===== src/rtl/demap_pack_buffer_pkg.sv =====
// Shared definitions for the demapper/frame buffer feeding the Viterbi decoder.
// BASE_ADDR and the coded-byte default must match the decoder's addr_F reset and NOB.
package demap_pack_buffer_pkg;

   localparam logic [1:0] MOD_BPSK  = 2'd0;
   localparam logic [1:0] MOD_QPSK  = 2'd1;
   localparam logic [1:0] MOD_QAM16 = 2'd2;

   typedef enum logic [1:0] {
      ST_IDLE,
      ST_FILL,
      ST_READY,
      ST_HOLD
   } state_t;

   localparam int         DEF_CODED_BYTES = 30;
   localparam logic [5:0] DEF_BASE_ADDR   = 6'd1;

   // Reserved encoding 3 behaves as QPSK.
   function automatic logic [2:0] bits_per_symbol(input logic [1:0] mod);
      case (mod)
         MOD_BPSK:  bits_per_symbol = 3'd1;
         MOD_QAM16: bits_per_symbol = 3'd4;
         default:   bits_per_symbol = 3'd2;
      endcase
   endfunction

endpackage


===== src/rtl/demap_pack_buffer_hard_demapper.sv =====
// Combinational hard-decision demapper: one I/Q sample to 1, 2 or 4 coded bits, b0 in bit 0.
module hard_demapper
   import demap_pack_buffer_pkg::*;
#(
   parameter logic signed [15:0] QAM_THR = 16'sd2048
)(
   input  logic signed [15:0] yi,
   input  logic signed [15:0] yq,
   input  logic [1:0]         mod_sel,
   output logic [3:0]         bits,
   output logic [2:0]         nbits
);

   localparam logic signed [16:0] THR17 = {QAM_THR[15], QAM_THR};

   logic signed [16:0] yi_ext;
   logic signed [16:0] yq_ext;
   logic signed [16:0] abs_i;
   logic signed [16:0] abs_q;
   logic               i_inner;
   logic               q_inner;

   // Magnitudes are taken at 17 bits so that -32768 maps to +32768 instead of wrapping.
   always_comb begin
      yi_ext  = {yi[15], yi};
      yq_ext  = {yq[15], yq};
      abs_i   = yi_ext[16] ? -yi_ext : yi_ext;
      abs_q   = yq_ext[16] ? -yq_ext : yq_ext;
      i_inner = abs_i < THR17;
      q_inner = abs_q < THR17;
      nbits   = bits_per_symbol(mod_sel);
      case (mod_sel)
         MOD_BPSK:  bits = {3'b000, yi[15]};
         MOD_QAM16: bits = {q_inner, yq[15], i_inner, yi[15]};
         default:   bits = {2'b00, yq[15], yi[15]};
      endcase
   end

endmodule


===== src/rtl/demap_pack_buffer.sv =====
// Demaps equalised symbols, packs coded bits LSB-first into bytes and buffers one frame
// for the Viterbi decoder, holding it until the decoder signals dec_done.
module demap_pack_buffer
   import demap_pack_buffer_pkg::*;
#(
   parameter int                 CODED_BYTES = DEF_CODED_BYTES,
   parameter logic signed [15:0] QAM_THR     = 16'sd2048,
   parameter logic [5:0]         BASE_ADDR   = DEF_BASE_ADDR
)(
   input  logic               clk,
   input  logic               reset,
   input  logic signed [15:0] yi,
   input  logic signed [15:0] yq,
   input  logic               sym_valid,
   input  logic [1:0]         mod_sel,
   input  logic [5:0]         addr_F,
   input  logic               dec_done,
   output logic signed [7:0]  demapped_out,
   output logic               start_decoder,
   output logic               buf_full,
   output logic               overflow
);

   localparam logic [5:0] LAST_COUNT = 6'(CODED_BYTES - 1);

   state_t     state;
   state_t     state_next;
   logic [1:0] mod_q;
   logic [1:0] mod_eff;
   logic [7:0] shift_q;
   logic [7:0] byte_next;
   logic [2:0] bit_pos;
   logic [3:0] pos_sum;
   logic [5:0] byte_cnt;
   logic [5:0] wr_addr;
   logic [3:0] sym_bits;
   logic [2:0] sym_nbits;
   logic       accept;
   logic       byte_done;
   logic       frame_done;
   logic       clear_frame;
   logic [7:0] mem [64];

   // The first symbol of a frame uses the live mod_sel; the rest use the latched copy.
   assign mod_eff = (state == ST_IDLE) ? mod_sel : mod_q;

   hard_demapper #(
      .QAM_THR (QAM_THR)
   ) u_demapper (
      .yi      (yi),
      .yq      (yq),
      .mod_sel (mod_eff),
      .bits    (sym_bits),
      .nbits   (sym_nbits)
   );

   always_comb begin
      accept     = sym_valid && ((state == ST_IDLE) || (state == ST_FILL));
      pos_sum    = {1'b0, bit_pos} + {1'b0, sym_nbits};
      byte_next  = shift_q | ({4'b0000, sym_bits} << bit_pos);
      byte_done  = accept && pos_sum[3];
      frame_done = byte_done && (byte_cnt == LAST_COUNT);
   end

   always_ff @(posedge clk or posedge reset) begin
      if (reset) begin
         state <= ST_IDLE;
      end else begin
         state <= state_next;
      end
   end

   always_comb begin
      state_next    = state;
      start_decoder = 1'b0;
      buf_full      = 1'b0;
      clear_frame   = 1'b0;
      case (state)
         ST_IDLE: begin
            if (sym_valid) begin
               state_next = ST_FILL;
            end
         end
         ST_FILL: begin
            if (frame_done) begin
               state_next = ST_READY;
            end
         end
         ST_READY: begin
            start_decoder = 1'b1;
            buf_full      = 1'b1;
            state_next    = ST_HOLD;
         end
         ST_HOLD: begin
            buf_full = 1'b1;
            if (dec_done) begin
               clear_frame = 1'b1;
               state_next  = ST_IDLE;
            end
         end
         default: state_next = ST_IDLE;
      endcase
   end

   // Symbols arriving while the frame is held are dropped and flagged.
   always_ff @(posedge clk or posedge reset) begin
      if (reset) begin
         mod_q    <= MOD_BPSK;
         shift_q  <= '0;
         bit_pos  <= '0;
         byte_cnt <= '0;
         wr_addr  <= BASE_ADDR;
         overflow <= 1'b0;
      end else begin
         if (sym_valid && ((state == ST_READY) || (state == ST_HOLD))) begin
            overflow <= 1'b1;
         end
         if (clear_frame) begin
            shift_q  <= '0;
            bit_pos  <= '0;
            byte_cnt <= '0;
            wr_addr  <= BASE_ADDR;
         end else if (accept) begin
            if (state == ST_IDLE) begin
               mod_q <= mod_sel;
            end
            if (byte_done) begin
               shift_q  <= '0;
               bit_pos  <= '0;
               byte_cnt <= byte_cnt + 6'd1;
               wr_addr  <= wr_addr + 6'd1;
            end else begin
               shift_q <= byte_next;
               bit_pos <= pos_sum[2:0];
            end
         end
      end
   end

   always_ff @(posedge clk) begin
      if (byte_done) begin
         mem[wr_addr] <= byte_next;
      end
   end

   always_ff @(posedge clk or posedge reset) begin
      if (reset) begin
         demapped_out <= '0;
      end else begin
         demapped_out <= $signed(mem[addr_F]);
      end
   end

endmodule


===== config.mk =====
export PLATFORM = sky130hd
export DESIGN_NAME = demap_pack_buffer
export DESIGN_NICKNAME = d
export VERILOG_FILES = /design/src/rtl/demap_pack_buffer_pkg.sv /design/src/rtl/demap_pack_buffer_hard_demapper.sv /design/src/rtl/demap_pack_buffer.sv
export SDC_FILE = /design/constraint.sdc
export NUM_CORES = 1
export LEC_CHECK = 0
export BUFFER_PORTS_ARGS = -buffer_cell sky130_fd_sc_hd__clkbuf_2
export CAP_MARGIN = 0
export CORE_UTILIZATION = 40
export CTS_CLUSTER_SIZE = 24
export DETAILED_ROUTE_END_ITERATION = 10
export MAX_ROUTING_LAYER = met4
export SLEW_MARGIN = 0
export SYNTH_ARGS = -nofsm -noshare
export SYNTH_HDL_FRONTEND = slang
export SYNTH_SLANG_ARGS = --single-unit

===== constraint.sdc =====
create_clock -name clk -period 4.9 [get_ports clk]
set_clock_uncertainty 0.2 [all_clocks]
set_input_delay 1.47 -clock clk [delete_from_list [all_inputs] [get_ports clk]]
set_output_delay 1.47 -clock clk [all_outputs]
set_load 0.02 [all_outputs]

; Word level (Yosys, flattened, before mapping)
; Memories as Yosys holds them, arrays and structs flattened. A register that Yosys moved wholly into a read port is not among the register bits.
; Cells that the tools add are included.
[totals]
inputBits = 44
register_bits = 28
latch_bits = 0
memories = 1
ram_bits = 512
rom_bits = 0
[memory_table]
columns = name, depth, width, read_ports, rd_clocked_by_memory_dff, write_ports, line_no
row1 = mem, 64, 8, 1, 1, 1, demap_pack_buffer.sv:42  ; logic [7:0] mem [64];
[op_classes]
shift = 1
n_mux = 27
div_mod_pow = 0
order_cmp = 2
bitwise_logic = 2
mul = 0
n_eq_ne = 8
n_reduce_logical = 14
addsub = 5
[ops]
columns = operator, n
row1 = 6-bit 2-to-1 mux, 6
row2 = 17-bit by 13-bit less-than comparator with 1-bit output (second input constant), 2
row3 = 17-bit 2-to-1 mux, 2
row4 = 16-bit negator with 17-bit output, 2
row5 = 8-bit 2-to-1 mux, 3
row6 = 6-bit by 1-bit adder with 6-bit output (second input constant), 2
row7 = 3-bit 2-to-1 mux, 3
row8 = 2-bit 2-to-1 mux, 4
row9 = 8-bit OR, 1
row10 = 2-bit one-hot mux with 4 select lines, 1
row11 = 4-bit one-hot mux with 2 select lines, 1
row12 = 4-bit by 3-bit << shifter with 8-bit output, 1
row13 = 2-bit == test (second input constant), 3
row14 = 6-bit by 5-bit == test with 1-bit output (second input constant), 1
row15 = 1-bit 2-to-1 mux, 6
row16 = 2-bit inequality test (second input constant), 3
row17 = 3-bit one-hot mux with 2 select lines, 1
row18 = 3-bit by 3-bit adder with 4-bit output, 1
row19 = 1-bit logical AND, 4
row20 = 2-bit logical NOT, 2
row21 = 2-bit AND reduction, 2
row22 = 2-bit nonzero test, 2
row23 = 3-bit AND reduction, 1
row24 = 2-bit by 1-bit == test with 1-bit output (second input constant), 1
row25 = other kinds (3), 4

; Longest topological paths before layout
[logic_depth]
ltp_word = 9
depth_mapped = 14

; Hierarchy
; A second synthesis with hierarchy kept.
[hier_totals]
hier_cells = 1131
hier_area_um2 = 22172.5
[by_module_without_submodules]
columns = mod, instances, seq_area_each_um2, cells_each, area_per_inst_um2
row1 = demap_pack_buffer, 1, 16276.9, 1098, 21967.3
row2 = hard_demapper, 1, 0.0, 33, 205.2

; Least setup slack after synthesis
; OpenSTA, ideal clock, no wires.
[synth_path]
path_type = input to register
from = in yq[15]
to = mem mem[0][3] (data pin)
path_slack_ns = -0.147
cell_stages = 7
required_ns = 4.169
setup_ns = 0.531
path_buffers = 1
t_arrival_ns = 4.316
cell_sequence = buf_2 > or4_1 > nor2_1 > a31o_2 > a221oi_1 > o2bb2ai_1 > o21bai_1
[synth_via]
elab_chain_len = 6
[synth_rtl]
columns = element, line_no
row1 = start: declaration, demap_pack_buffer.sv:13  ; input logic signed [15:0] yq,
row2 = 16-bit negator with 17-bit output, demap_pack_buffer_hard_demapper.sv:28  ; abs_q = yq_ext[16] ? -yq_ext : yq_ext;
row3 = 17-bit 2-to-1 mux, demap_pack_buffer_hard_demapper.sv:28
row4 = 17-bit by 13-bit less-than comparator with 1-bit output, demap_pack_buffer_hard_demapper.sv:30  ; q_inner = abs_q < THR17;
row5 = 4-bit one-hot mux with 2 select lines *, demap_pack_buffer_hard_demapper.sv:32  ; case (mod_sel)
row6 = 4-bit by 3-bit << shifter with 8-bit output *, demap_pack_buffer.sv:60  ; byte_next = shift_q | ({4'b0000, sym_bits} << bit_pos);
row7 = 8-bit OR *, demap_pack_buffer.sv:60
row8 = named net byte_next[3], demap_pack_buffer.sv:31  ; logic [7:0] byte_next;
row9 = end: declaration, demap_pack_buffer.sv:42
; The timed path passes the listed nets; every way through them passes the cells marked *.

; Final worst setup path
[layout_path]
from = reg state[0]
to = mem mem[60][4], enable pin
[layout_via]
elab_chain_len = 8
word_cells_on_any_way = 12
cone_classes = 1 x add/sub / 2 x eq/ne / 4 x mux / 5 x reduce/logical
[layout_rtl]
columns = element, line_no
row1 = start: declaration, demap_pack_buffer.sv:26  ; state_t state;
row2 = start signal: assignment, demap_pack_buffer.sv:69  ; state <= state_next;
row3 = 2-bit logical NOT, "demap_pack_buffer.sv:45, demap_pack_buffer.sv:58"
row4 = 2-bit 2-to-1 mux, n/a
row5 = 2-bit == test or 2-bit logical NOT (tied branches), demap_pack_buffer_pkg.sv:21  ; case (mod)
row6 = 3-bit one-hot mux with 2 select lines, demap_pack_buffer_pkg.sv:21
row7 = 3-bit by 3-bit adder with 4-bit output, demap_pack_buffer.sv:59  ; pos_sum = {1'b0, bit_pos} + {1'b0, sym_nbits};
row8 = 1-bit logical AND *, demap_pack_buffer.sv:61  ; byte_done = accept && pos_sum[3];
row9 = 1-bit 2-to-1 mux *, demap_pack_buffer.sv:141  ; if (byte_done) begin
row10 = 1-bit 2-to-1 mux (implied by the code) *, demap_pack_buffer.sv:142  ; mem[wr_addr] <= byte_next;
; Mark *: on every way between the ends. The rest lies on a longest branch, timed or not.

==> summary.md <==
| Metric | Value |
|---|---|
| Top cells by area, synth | edfxtp_1, mux4_2, dfrtp_1, nor2_1, nand2_1 |
| Max Fclk | 0.249 GHz |
| Drt first pass iters | 5 |
| Wirelength per Cell | 25.7 um |
| DP HPWL | 31300 um |
| Sequential-to-total area share from yosys stat | 0.742 |
| Initial antenna violation count | 0 |
| Area after DPL | 23500 sq um |
| Area delta synth->final | 15.9% |
| Starting density of the core | 0.406 |
| Setup CP Type | flip-flop to flip-flop |
| RSZ-0062 raised after global routing | false |
| Area share of fa/ha/maj cells after synthesis | 0.00662 |
| CP Capture Type | flip-flop |
| Final Util | 0.470 |
| Tmin final | 4.02 ns |
| ANT nets after route | 0 |
| Yosys reg bits | 548 |
| Placer Congestion | 0.864 |
| Post-Syn Area per Cell | 20.4 sq um |
| CTS Hold Bufs | 0 |
| Worst hold slack | 0.254 ns |
| Simple-Gate Fraction of Synth Area | 0.0407 |
| Row count | 85 |
| Mux cell area share after synthesis | 0.168 |
| Min-Delay Path Class | flip-flop to flip-flop |
| Synth Warn # | 0 |
| Iter 0 DRT Violations | 871 |
| Max stage delay on crit path | between 0.6 and 0.7 ns |
| Full die area | 55800 sq um |
| Finished layout cell area | 25400 sq um |
| P_leak | around 8.3 nW |
| Maximum vdd ir drop | 367 uV |
| Final Hold Viols | 0 |
| Root Buffer | clkbuf_16 |
| Clock sink count | 548 |
| Status | finished, final reports clean |
| N_diodes | 0 |
| Number of buffers added for setup after CTS | 0 |
| Worst setup SP type | flip-flop |
| Layout cells sized above 1 | 0.307 |
| Syn nets | 1131 |
| Crit path max fanout | 10 |
| Routed WL | 50000 um |
| Post-CTS resize count | 0 |
| Synth async-reset ratio | 0.0657 |
| Cells after synthesis | 1076 |
| Core Area | 54000 sq um |
| Final number of setup-violating endpoints | 0 |
| Synth top area share | 0.701 |
| Post-synth EDFFs | 512 |
| H-Tree Depth | 2 |
| Clk slew on worst S/H paths | 0.06 ns |
| Pin count of the biggest net entering global routing | 65 |
| Area leader, netlist | edfxtp_1 |
| XOR/XNOR Fraction of Synth Area | 0.00439 |
| Tcrit/Tclk final | 0.820 |
| CTS tree | yes |
| Commonest cells post-synth | edfxtp_1, mux4_2, nor2_1, nand2_1, dfrtp_1 |
| CP arrival | 4.05 ns |
| Post-layout nets | about 1300 |
| Final Max Slew Viols | 0 |
| Die Height | 236 um |
| Total of max-cap violations | 0 |
| Unique cell type count in the Yosys netlist | between 60 and 70 |
| Slew @ Worst Pin | roughly 0.95 ns |
| CTS Buf Count | 55 |
| IO Port Bufs | 54 |
| Io pins | 55 |
| Most numerous cell in the Yosys netlist | edfxtp_1 |
| Crit-path slowest cell | nor2_1 |
| Synth Flop Type | edfxtp_1 |
| Compound-Gate Fraction of Synth Area | 0.0244 |
| Largest family of logic cells by synthesized area | multiplexers |
| Deepest clock path buffer count | 3 |
| Via count | 10800 |
| Die extent in x | 236 um |
| Clk_lat worst skew | around 0.63 ns |
| Via-per-instance ratio | 5.57 |
| # fillers | between 4000 and 5000 |
| Global-route wire length before repair | 75500 um |
| Relative slew slack | 0.366 |
| Tot GR Track Use | 0.190 |
| Cells along the critical path | inv_1 > ha_1 > mux2i_1 > inv_2 > a211oi_1 > ha_1 > a21o_1 > a21oi_1 > nor2_1 > buf_4 > nand3_1 > buf_4 > nor2_1 |
| Cell Pwr Density | 465 nW/um^2 |
| Critical Path RT | ~5 ns |
| Cell area after synthesis | 21900 sq um |
| Drt drc | 0 |
| Number of global-route vias before repair | between 10000 and 15000 |
| Total grt overflow | 0 |
[cell families after synthesis]
group / count (synthesis)
flip-flops: 548
XOR/XNOR: 11
adder cells (fa/ha/maj): 11
multiplexers: 167
AND/OR/NAND/NOR: 197
AO/OA/AOI/OAI: 74
buffers and inverters: 68
[cell type report]
type	count	area, sq um	area share
Sequential cell	548	16300	0.641
Multi-Input combinational cell	460	5390	0.212
Clock buffer	77	1560	0.0615
Timing Repair Buffer	123	962	0.0379
Tap cell	696	871	0.0343
Clock inverter	27	299	0.0118
Inverter	12	45.0	0.00177
[metal layers]
metal | wire, um | share of wire | global-route usage
met4 | 724 | 0.014 | 0.0376
met3 | 3130 | 0.063 | 0.0331
met2 | 24300 | 0.49 | 0.296
met1 | 21800 | 0.44 | 0.266
met5 | 0 | 0 | -
[worst max-delay path, delay by kind of cell (launching register included)]
kind / cells / cell delay, ns
buffers and inverters: 4 / 0.67
multiplexers: 1 / 0.35
flip-flops: 1 / 0.41
adder cells (fa/ha/maj): 2 / 0.61
AO/OA/AOI/OAI: 3 / 0.51
AND/OR/NAND/NOR: 3 / 0.89
[cells in the final DEF (no fill, tap or decap), types with 4 or more instances in the layout]
cell and count:
a21oi_1 6, a22oi_1 16, and2_1 4, and3_1 4, buf_12 13, buf_4 57
bufinv_16 5, clkbuf_1 14, clkbuf_16 57, clkbuf_2 52, clkbuf_8 7, clkinv_1 9
clkinv_2 8, dfrtp_1 35, edfxtp_1 512, ha_1 10, inv_1 8, mux2i_1 4
mux4_2 160, nand2_1 44, nand3_1 12, nor2_1 89, nor2b_1 10, nor3_1 6
nor4_1 6, o21ai_0 6, o21ai_1 7, o31ai_1 4, or3_1 4, xor2_1 8
[worst paths after layout]
kind | from | to | slack (ns) | cells after the start
worst max register to register | state[0] | mem[60][4] | 0.88 | 13
worst max-delay path | state[0] | mem[60][4] | 0.88 | 13
worst min register to register | overflow | overflow | 0.25 | 1
min in group asynchronous | reset | byte_cnt[0] | 0.87 | 2
worst min-delay path | overflow | overflow | 0.25 | 1
max in group asynchronous | reset | wr_addr[3] | 3.07 | 2
[flip-flops by register name, indices dropped and copies added, names as in the netlist]
register      flops
mod_q             2
overflow          1
state             2
shift_q           8
wr_addr           6
mem             512
byte_cnt          6
bit_pos           3
demapped_out      8
[power by group]
| group | switching, mW | total (mW) | internal [mW] | leakage, nW |
|---|---|---|---|---|
| combinational | 1.15 | 1.60 | 0.449 | 2.37 |
| sequential | 0.0943 | 5.95 | 5.85 | 5.05 |
| clock | 1.78 | 4.27 | 2.50 | 0.904 |
| total | 3.02 | 11.8 | 8.80 | 8.33 |
[stage by stage]
step	std cells	setup slack, ns	power (mW)	TNS, ns
global placement	1839	0.453	7.66	0
floorplan	1076	-0.147	6.84	-18.78
CTS	1943	0.870	11.9	0
global route	1943	0.582	12.2	0
finish	1943	0.880	11.8	0
detailed placement	1839	0.293	7.70	0
No activity file was read; power rests on OpenSTA's default activity.
